==> src/rtl/wb_grf_pkg.sv <==
// wb_pkg: shared constants and types for the write-back register file slice.
//   DEF_DATA_W   default register/data width
//   REG_ZERO     hard-wired zero register index
//   REG_RA       return-address register index (target of link writes)
//   trace_rec_t  trace record {pc, addr, data} at the default data width
//   TRACE_REC_W  width of trace_rec_t
package wb_pkg;

  localparam int DEF_DATA_W = 32;

  localparam logic [4:0] REG_ZERO = 5'd0;
  localparam logic [4:0] REG_RA   = 5'd31;

  typedef struct packed {
    logic [31:0]           pc;
    logic [4:0]            addr;
    logic [DEF_DATA_W-1:0] data;
  } trace_rec_t;

  localparam int TRACE_REC_W = $bits(trace_rec_t);

endpackage

==> src/rtl/wb_trace_fifo.sv <==
// wb_trace_fifo: single-clock FIFO for commit trace records.
// Ports:
//   clk, reset         clock, asynchronous active-high reset
//   push, push_rec     enqueue request and record
//   pop_ready          consumer accepts the head record (ignored when empty)
//   head_valid         FIFO non-empty
//   head_rec           head record, all zeros when empty
//   count              records queued, 0..2**DEPTH_LOG2
//   ovf                sticky: a push was dropped because the FIFO was full
// A push into a full FIFO succeeds only when a pop happens in the same cycle.
// Pushed records appear on head_rec one cycle after the push edge.
module wb_trace_fifo #(
  parameter int REC_W      = 69,
  parameter int DEPTH_LOG2 = 3
) (
  input  logic                  clk,
  input  logic                  reset,
  input  logic                  push,
  input  logic [REC_W-1:0]      push_rec,
  input  logic                  pop_ready,
  output logic                  head_valid,
  output logic [REC_W-1:0]      head_rec,
  output logic [DEPTH_LOG2:0]   count,
  output logic                  ovf
);

  localparam int DEPTH = 1 << DEPTH_LOG2;
  localparam logic [DEPTH_LOG2:0] DEPTH_CNT = {1'b1, {DEPTH_LOG2{1'b0}}};

  logic [REC_W-1:0]      mem [DEPTH];
  logic [DEPTH_LOG2-1:0] wr_ptr;
  logic [DEPTH_LOG2-1:0] rd_ptr;
  logic [DEPTH_LOG2:0]   cnt;
  logic                  ovf_q;

  logic empty;
  logic full;
  logic pop_ok;
  logic push_ok;
  logic drop;

  assign empty   = (cnt == '0);
  assign full    = (cnt == DEPTH_CNT);
  assign pop_ok  = pop_ready && !empty;
  // A full FIFO frees its head slot in the same edge when popped.
  assign push_ok = push && (!full || pop_ok);
  assign drop    = push && full && !pop_ok;

  always_ff @(posedge clk or posedge reset) begin
    if (reset) begin
      wr_ptr <= '0;
      rd_ptr <= '0;
      cnt    <= '0;
      ovf_q  <= 1'b0;
    end else begin
      if (push_ok) wr_ptr <= wr_ptr + 1'b1;
      if (pop_ok)  rd_ptr <= rd_ptr + 1'b1;
      case ({push_ok, pop_ok})
        2'b10:   cnt <= cnt + 1'b1;
        2'b01:   cnt <= cnt - 1'b1;
        default: cnt <= cnt;
      endcase
      if (drop) ovf_q <= 1'b1;
    end
  end

  // Storage is data only; visibility is governed entirely by cnt/rd_ptr.
  always_ff @(posedge clk) begin
    if (push_ok) mem[wr_ptr] <= push_rec;
  end

  assign head_valid = !empty;
  assign head_rec   = empty ? '0 : mem[rd_ptr];
  assign count      = cnt;
  assign ovf        = ovf_q;

endmodule

==> src/rtl/wb_grf.sv <==
// wb_grf: W-stage write-back into a 32 x DATA_W general register file with
// two combinational read ports and a commit trace FIFO.
// Ports:
//   clk, reset                     clock, asynchronous active-high reset
//   w_we, w_addr, w_data, w_pc     retiring instruction write request
//   r_addr1/r_data1, r_addr2/r_data2  D-stage read ports (reg 0 reads 0)
//   trace_valid/trace_ready        trace head handshake
//   trace_pc/addr/data             head record (0 when empty)
//   trace_count                    records queued
//   trace_ovf                      sticky record-dropped flag
// Build option WB_GRF_BYPASS_EN: read ports return the W-stage value in the
// same cycle it is committed (write-first). Without it, reads see the
// pre-edge array and an external W->D forward is required.
module wb_grf
  import wb_pkg::*;
#(
  parameter int DATA_W           = DEF_DATA_W,
  parameter int TRACE_DEPTH_LOG2 = 3
) (
  input  logic                    clk,
  input  logic                    reset,
  input  logic                    w_we,
  input  logic [4:0]              w_addr,
  input  logic [DATA_W-1:0]       w_data,
  input  logic [31:0]             w_pc,
  input  logic [4:0]              r_addr1,
  input  logic [4:0]              r_addr2,
  output logic [DATA_W-1:0]       r_data1,
  output logic [DATA_W-1:0]       r_data2,
  output logic                    trace_valid,
  input  logic                    trace_ready,
  output logic [31:0]             trace_pc,
  output logic [4:0]              trace_addr,
  output logic [DATA_W-1:0]       trace_data,
  output logic [TRACE_DEPTH_LOG2:0] trace_count,
  output logic                    trace_ovf
);

  localparam int REC_W = 32 + 5 + DATA_W;

  logic [DATA_W-1:0] regs [32];
  logic              commit;
  logic [REC_W-1:0]  head_rec;

  // Writes to register 0 are dropped entirely, including their trace record.
  assign commit = w_we && (w_addr != REG_ZERO);

  always_ff @(posedge clk or posedge reset) begin
    if (reset) begin
      for (int i = 0; i < 32; i++) regs[i] <= '0;
    end else if (commit) begin
      regs[w_addr] <= w_data;
    end
  end

  always_comb begin
    r_data1 = (r_addr1 == REG_ZERO) ? '0 : regs[r_addr1];
    r_data2 = (r_addr2 == REG_ZERO) ? '0 : regs[r_addr2];
`ifdef WB_GRF_BYPASS_EN
    // commit already excludes register 0, so the zero read is preserved.
    if (commit && (r_addr1 == w_addr)) r_data1 = w_data;
    if (commit && (r_addr2 == w_addr)) r_data2 = w_data;
`endif
  end

  wb_trace_fifo #(
    .REC_W      (REC_W),
    .DEPTH_LOG2 (TRACE_DEPTH_LOG2)
  ) u_trace_fifo (
    .clk        (clk),
    .reset      (reset),
    .push       (commit),
    .push_rec   ({w_pc, w_addr, w_data}),
    .pop_ready  (trace_ready),
    .head_valid (trace_valid),
    .head_rec   (head_rec),
    .count      (trace_count),
    .ovf        (trace_ovf)
  );

  assign {trace_pc, trace_addr, trace_data} = head_rec;

endmodule

==> config.mk <==
export PLATFORM = sky130hd
export DESIGN_NAME = wb_grf
export DESIGN_NICKNAME = d
export VERILOG_FILES = /design/src/rtl/wb_grf_pkg.sv /design/src/rtl/wb_trace_fifo.sv /design/src/rtl/wb_grf.sv
export SDC_FILE = /design/constraint.sdc
export NUM_CORES = 2
export LEC_CHECK = 0
export ABC_CLOCK_PERIOD_IN_PS = 38900
export CORE_MARGIN = 2
export CORE_UTILIZATION = 37
export DETAILED_ROUTE_END_ITERATION = 12
export PLACE_DENSITY = 0.56
export RECOVER_POWER = 100
export SLEW_MARGIN = 25
export SYNTH_ARGS = -nofsm -noshare
export SYNTH_HDL_FRONTEND = slang
export SYNTH_SLANG_ARGS = --single-unit
==> constraint.sdc <==
create_clock -name clk -period 38.9 [get_ports clk]
set_clock_uncertainty 0.05 [all_clocks]
set_input_delay 3.89 -clock clk [delete_from_list [all_inputs] [get_ports clk]]
set_output_delay 3.89 -clock clk [all_outputs]
set_load 0.05 [all_outputs]
== After elaboration in Yosys (flattened, before gate mapping) ==
Memory sizes are Yosys's and may differ from the RTL's.
Index checks and enable logic that the tools add are counted.
Operators by class
  reduce and logical (&&, ||, !) cells: 15
  add/subtract/negate cells: 4
  bitwise operators: 3
  mux-type cells: 15
  magnitude comparators: 4
  eq/ne operators: 3
Operators by type and width (number)
  1024-bit bitwise mux: 1
  32-bit binary-select mux with 5-bit select: 2
  32-bit two-way mux: 7
  32-bit demux with 5-bit select: 1
  69-bit two-way mux: 1
  6-bit >= comparator (second input constant): 3
  5-bit inverter with 6-bit output: 3
  5-bit zero test: 2
  4-bit one-hot mux with 2 select lines: 1
  3-bit by 1-bit adder with 3-bit output (second input constant): 2
  1-bit logical AND: 6
  6-bit by 1-bit less-than comparator with 1-bit output (second input constant): 1
  5-bit nonzero test: 1
  4-bit by 1-bit adder with 4-bit output (second input constant): 1
  4-bit equality test (second input constant): 1
  4-bit zero test: 1
  4-bit by 1-bit subtractor with 4-bit output (second input constant): 1
  1-bit zero test: 3
  2-bit by 1-bit equality test with 1-bit output (second input constant): 1
  2-bit equality test (second input constant): 1
  1-bit two-way mux: 2
  2-bit nonzero test: 1
  1-bit logical OR: 1
Storage, ports and cells
  memories: 1
  output and inout port bits: 139
  input port bits: 83
  flip-flop bits (word level): 1035
  logic and storage cells: 81
  RAM bits: 552
Memory list
  u_trace_fifo.mem: words 8, width 69, rd ports 1, clocked after memory_dff 0, write ports 1, line wb_trace_fifo.sv:30  | logic [REC_W-1:0] mem [DEPTH];

== Longest topological paths before layout ==
  depth after elaboration: 7
  gate-level depth with buffers: 12
  gate-level depth less buffers: 10

== Hierarchy ==
A second synthesis with hierarchy kept.
Second synthesis, totals
  cell total of the unflattened synthesis: 4566
  area, all modules: 75703.9 um2
Modules (own cells, without submodules)
  wb_grf: instances 1, cells each 3691, seq. area each 25624.6 um2, area an instance 54469.7 um2
  wb_trace_fifo: instances 1, cells each 875, seq. area each 16851.2 um2, area an instance 21234.1 um2

== Least setup slack after synthesis ==
Ideal clock, no wire load.
  kind: input to register
  start: in w_addr[0]
  end: mem u_trace_fifo.mem[0][0] (enable)
  library setup time: 0.667 ns
  cell stages on the path: 5
  data required time: 38.183 ns
  data arrival time: 11.332 ns
  path slack: 26.851 ns
  path buffers: 1
  cell sequence: clkbuf_1 > nor2_1 > a21boi_0 > nand2_1 > nor4_1
Between the ends
  longest elaborated chain between the ends: 5
RTL lines
  from (decl): line wb_grf.sv:23  | input logic [4:0] w_addr,
  5-bit nonzero test: line wb_grf.sv:46  | assign commit = w_we && (w_addr != REG_ZERO);
  1-bit logical AND: line wb_grf.sv:46
  1-bit logical AND: line wb_trace_fifo.sv:46  | assign push_ok = push && (!full || pop_ok);
  1-bit two-way mux: line wb_trace_fifo.sv:69  | if (push_ok) mem[wr_ptr] <= push_rec;
  1-bit two-way mux (implied by the code): line wb_trace_fifo.sv:69
  to (decl): line wb_trace_fifo.sv:30
No other way between the ends.

==> out/metrics.cfg <==
[power_and_ir_drop]
p_sw_frac = 0.316
p_int_mw = 3.70
switchingPower_mw = 1.72
vdd_drop_max_mv = 0.0514
clkPwrFrac = 0.316
pwr_density_cell_nw_per_um2 = 62.7
seqPwrFrac = 0.413
comb_power_share = 0.272
p_leak_nw = 34.4

[setup_path]
critPathKind = input port to asynchronous set/reset pin
cp_data_required_time_ns = 39.66
cp-start-kind = input port
path_max_fanout = 138
worst_ep_arrival_time_ns = 22.37
crit_path_end_kind = asynchronous set/reset pin

[synthesis]
synth_top_cell_by_area = dfrtp_1
yosys.area.top_type_share = 0.341
synth_cells = 4726
synth_most_common_cell = mux2_2
synth-seq-cells = 1587
synth_nets = 4814
synth-warning-count = 0
synth_ff_type = dfrtp_1
seq_area_frac_synth = 0.560
synth.cell_area_um2 = 75900
synth_common_cells = mux2_2 (1,058), dfrtp_1 (1,035), edfxtp_1 (552)
synth_edf_count = 552
synth_cell_types = 49
syn_avg_cell_area_um2 = 16.1
synthArstFlopShare = 0.652
synth_area_leaders = dfrtp_1 (34%), edfxtp_1 (22%), mux2_2 (16%), mux4_2 (15%), mux2i_1 (5.1%)

[routing]
wire_per_inst_um = 32.2
first_pass_iters = 7
drc = 0
ant_nets = 0
wl_mm = 246
vias = 45900
viasPerCell = 6.03
first_iter_violations = 4538

[cts]
clock_path_buffers = 3
cts_setup_buffers = 0
cts_tree = yes
clkSlewWorstSetupHoldPaths_ns = 0.06
htreeDepth = 4
post_cts_resized = 0
cts-root-buf = clkbuf_16
cts_hold_buffers = 0
cts_buffers = 171
insertion_delay_ns = 0.80
clock-sinks = 1587

[sta]
period_share = 0.555
fin_ws_ns = 17.29
setup_viol = 0
tightest_slew_ns = 7.79
max-slew-margin-rel = -4.19
hold_viol_final = 0
fmax_ghz = 0.0463
rsz0062_at_grt = no
layout_min_cycle_time_ns = 21.61
finalMaxSlewViolations = 3825
tns_ns = 0

[floorplanning]
io_pins = 222
dieArea_um2 = 209000
coreArea_um2 = 204000
start_util = 0.371
num_rows = 166
die_w_um = 457
die_y_um = 457

[placement]
dp_hpwl_mm = 132
post-place-cells = 7298
port_buffers = 221
place.gp.congestion = 0.793
placed_area_um2 = 81000
dp_slack_ns = 25.90

[grt]
antenna_found_initial = 24
grt_pass1_vias = 46700
grt_pass1_wl_mm = 353
grt_max_degree = 155
grt_usage = 0.233
overflow = 0

[cells_and_area]
areaGrowthSynthToFinish_pct = 13.8
drive_above_1_share = 0.393
fin_area_um2 = 86400
stdcell_count = 7625
final_nets = 4872
fin_util = 0.423

[run_status]
status = finished, violations left
violations = capacitance limit, slew limit

[hold_path]
hp-class = flip-flop to flip-flop

[job]
drv_cap = 99

[critical path: stages]
cell,delay (ns)
dlygate4sd3_1,0.54
clkinvlp_2,2.99
clkbuf_1,5.21
clkbuf_1,5.79
clkbuf_1,2.69
buf_4,1.03
[cell type report]
class / instances / area [µm²]
repair buffers: 374 / 3100
diodes: 10 / 25.0
clock inverters: 77 / 898
fillers: 18500 / 118000
well taps: 2688 / 3360
inverters: 6 / 26.3
multi-input cells: 2644 / 31500
flip-flops and latches: 1587 / 42500
clock buffers: 239 / 4990
[power groups by stage]
stage | Sequential (mW) | Clock [mW] | Combinational, mW
5_1_grt | 2.27 | 1.82 | 1.57
3_5_place_dp | 2.25 | 0 | 1.53
6_report | 2.24 | 1.71 | 1.47
2_1_floorplan | 2.19 | 0 | 1.10
4_1_cts | 2.22 | 1.74 | 1.53
3_3_place_gp | 2.25 | 0 | 1.50
[metal layers]
| metal | track usage | wire, µm | up-vias |
|---|---|---|---|
| met5 | 0 | 71 | - |
| met4 | 0.0593 | 6820 | 10 |
| met3 | 0.0387 | 17300 | 360 |
| met2 | 0.365 | 113000 | 1769 |
| met1 | 0.338 | 109000 | 25100 |
| li1 | - | - | 18700 |
[layout by cell type, fill, tap and decap left out, drive strengths merged, types with 9 or more instances in the layout]
cell and instances:
clkbuf 329, a211oi 64, a22oi 64, bufinv 19, buf 73, nand2 101
a221oi 55, mux4 490, nor2 93, dfrtp 1035, o221ai 64, inv 11
diode 10, mux2i 389, edfxtp 552, mux2 1059, nor2b 37, o2111ai 9
a311oi 32, o21ai 55, clkinv 46, dlygate4sd3 203, nand4 33, a21oi 35
[path summary, 6_finish.rpt]
kind | start | endpoint | slack [ns] | depth (start not counted)
min in group asynchronous | reset | regs[153] | 5.15 | 2
worst min-delay path | regs[1000] | regs[1000] | 0.35 | 0
max in group clk | r_addr2[0] | r_data2[1] | 21.01 | 8
worst min register to register | regs[1000] | regs[1000] | 0.35 | 0
worst max-delay path | reset | regs[444] | 17.29 | 6
worst max register to register | u_trace_fifo.count[1] | u_trace_fifo.count[2] | 32.92 | 11
[kinds of logic (layout without fill, tap and decap cells)]
group	count (synthesis)	count (layout)	synth area share
other	0	10	0
AOI/OAI and AO/OA	383	383	0.0376
adders and majority gates	5	5	0.000824
xor gates and xnor gates	8	8	0.000923
buffers and inverters	495	696	0.0276
muxes	1938	1938	0.354
DFF	1587	1587	0.560
and+or+nand+nor	310	310	0.0197
[per-stage QoR]
step	total power, mW	hold slack [ns]
after global placement	3.75	0.327
after detailed placement	3.78	0.333
after global routing	5.65	0.361
after CTS	5.50	0.346
final	5.42	0.345
after floorplan	3.29	0.391
[state kept, by name, summed over array words and instances, names as in the netlist]
name,cells
regs,1024
u_trace_fifo.count,4
u_trace_fifo.mem,552
u_trace_fifo.ovf,1
u_trace_fifo.rd_ptr,3
u_trace_fifo.wr_ptr,3
(Power assumes the default switching activity.)
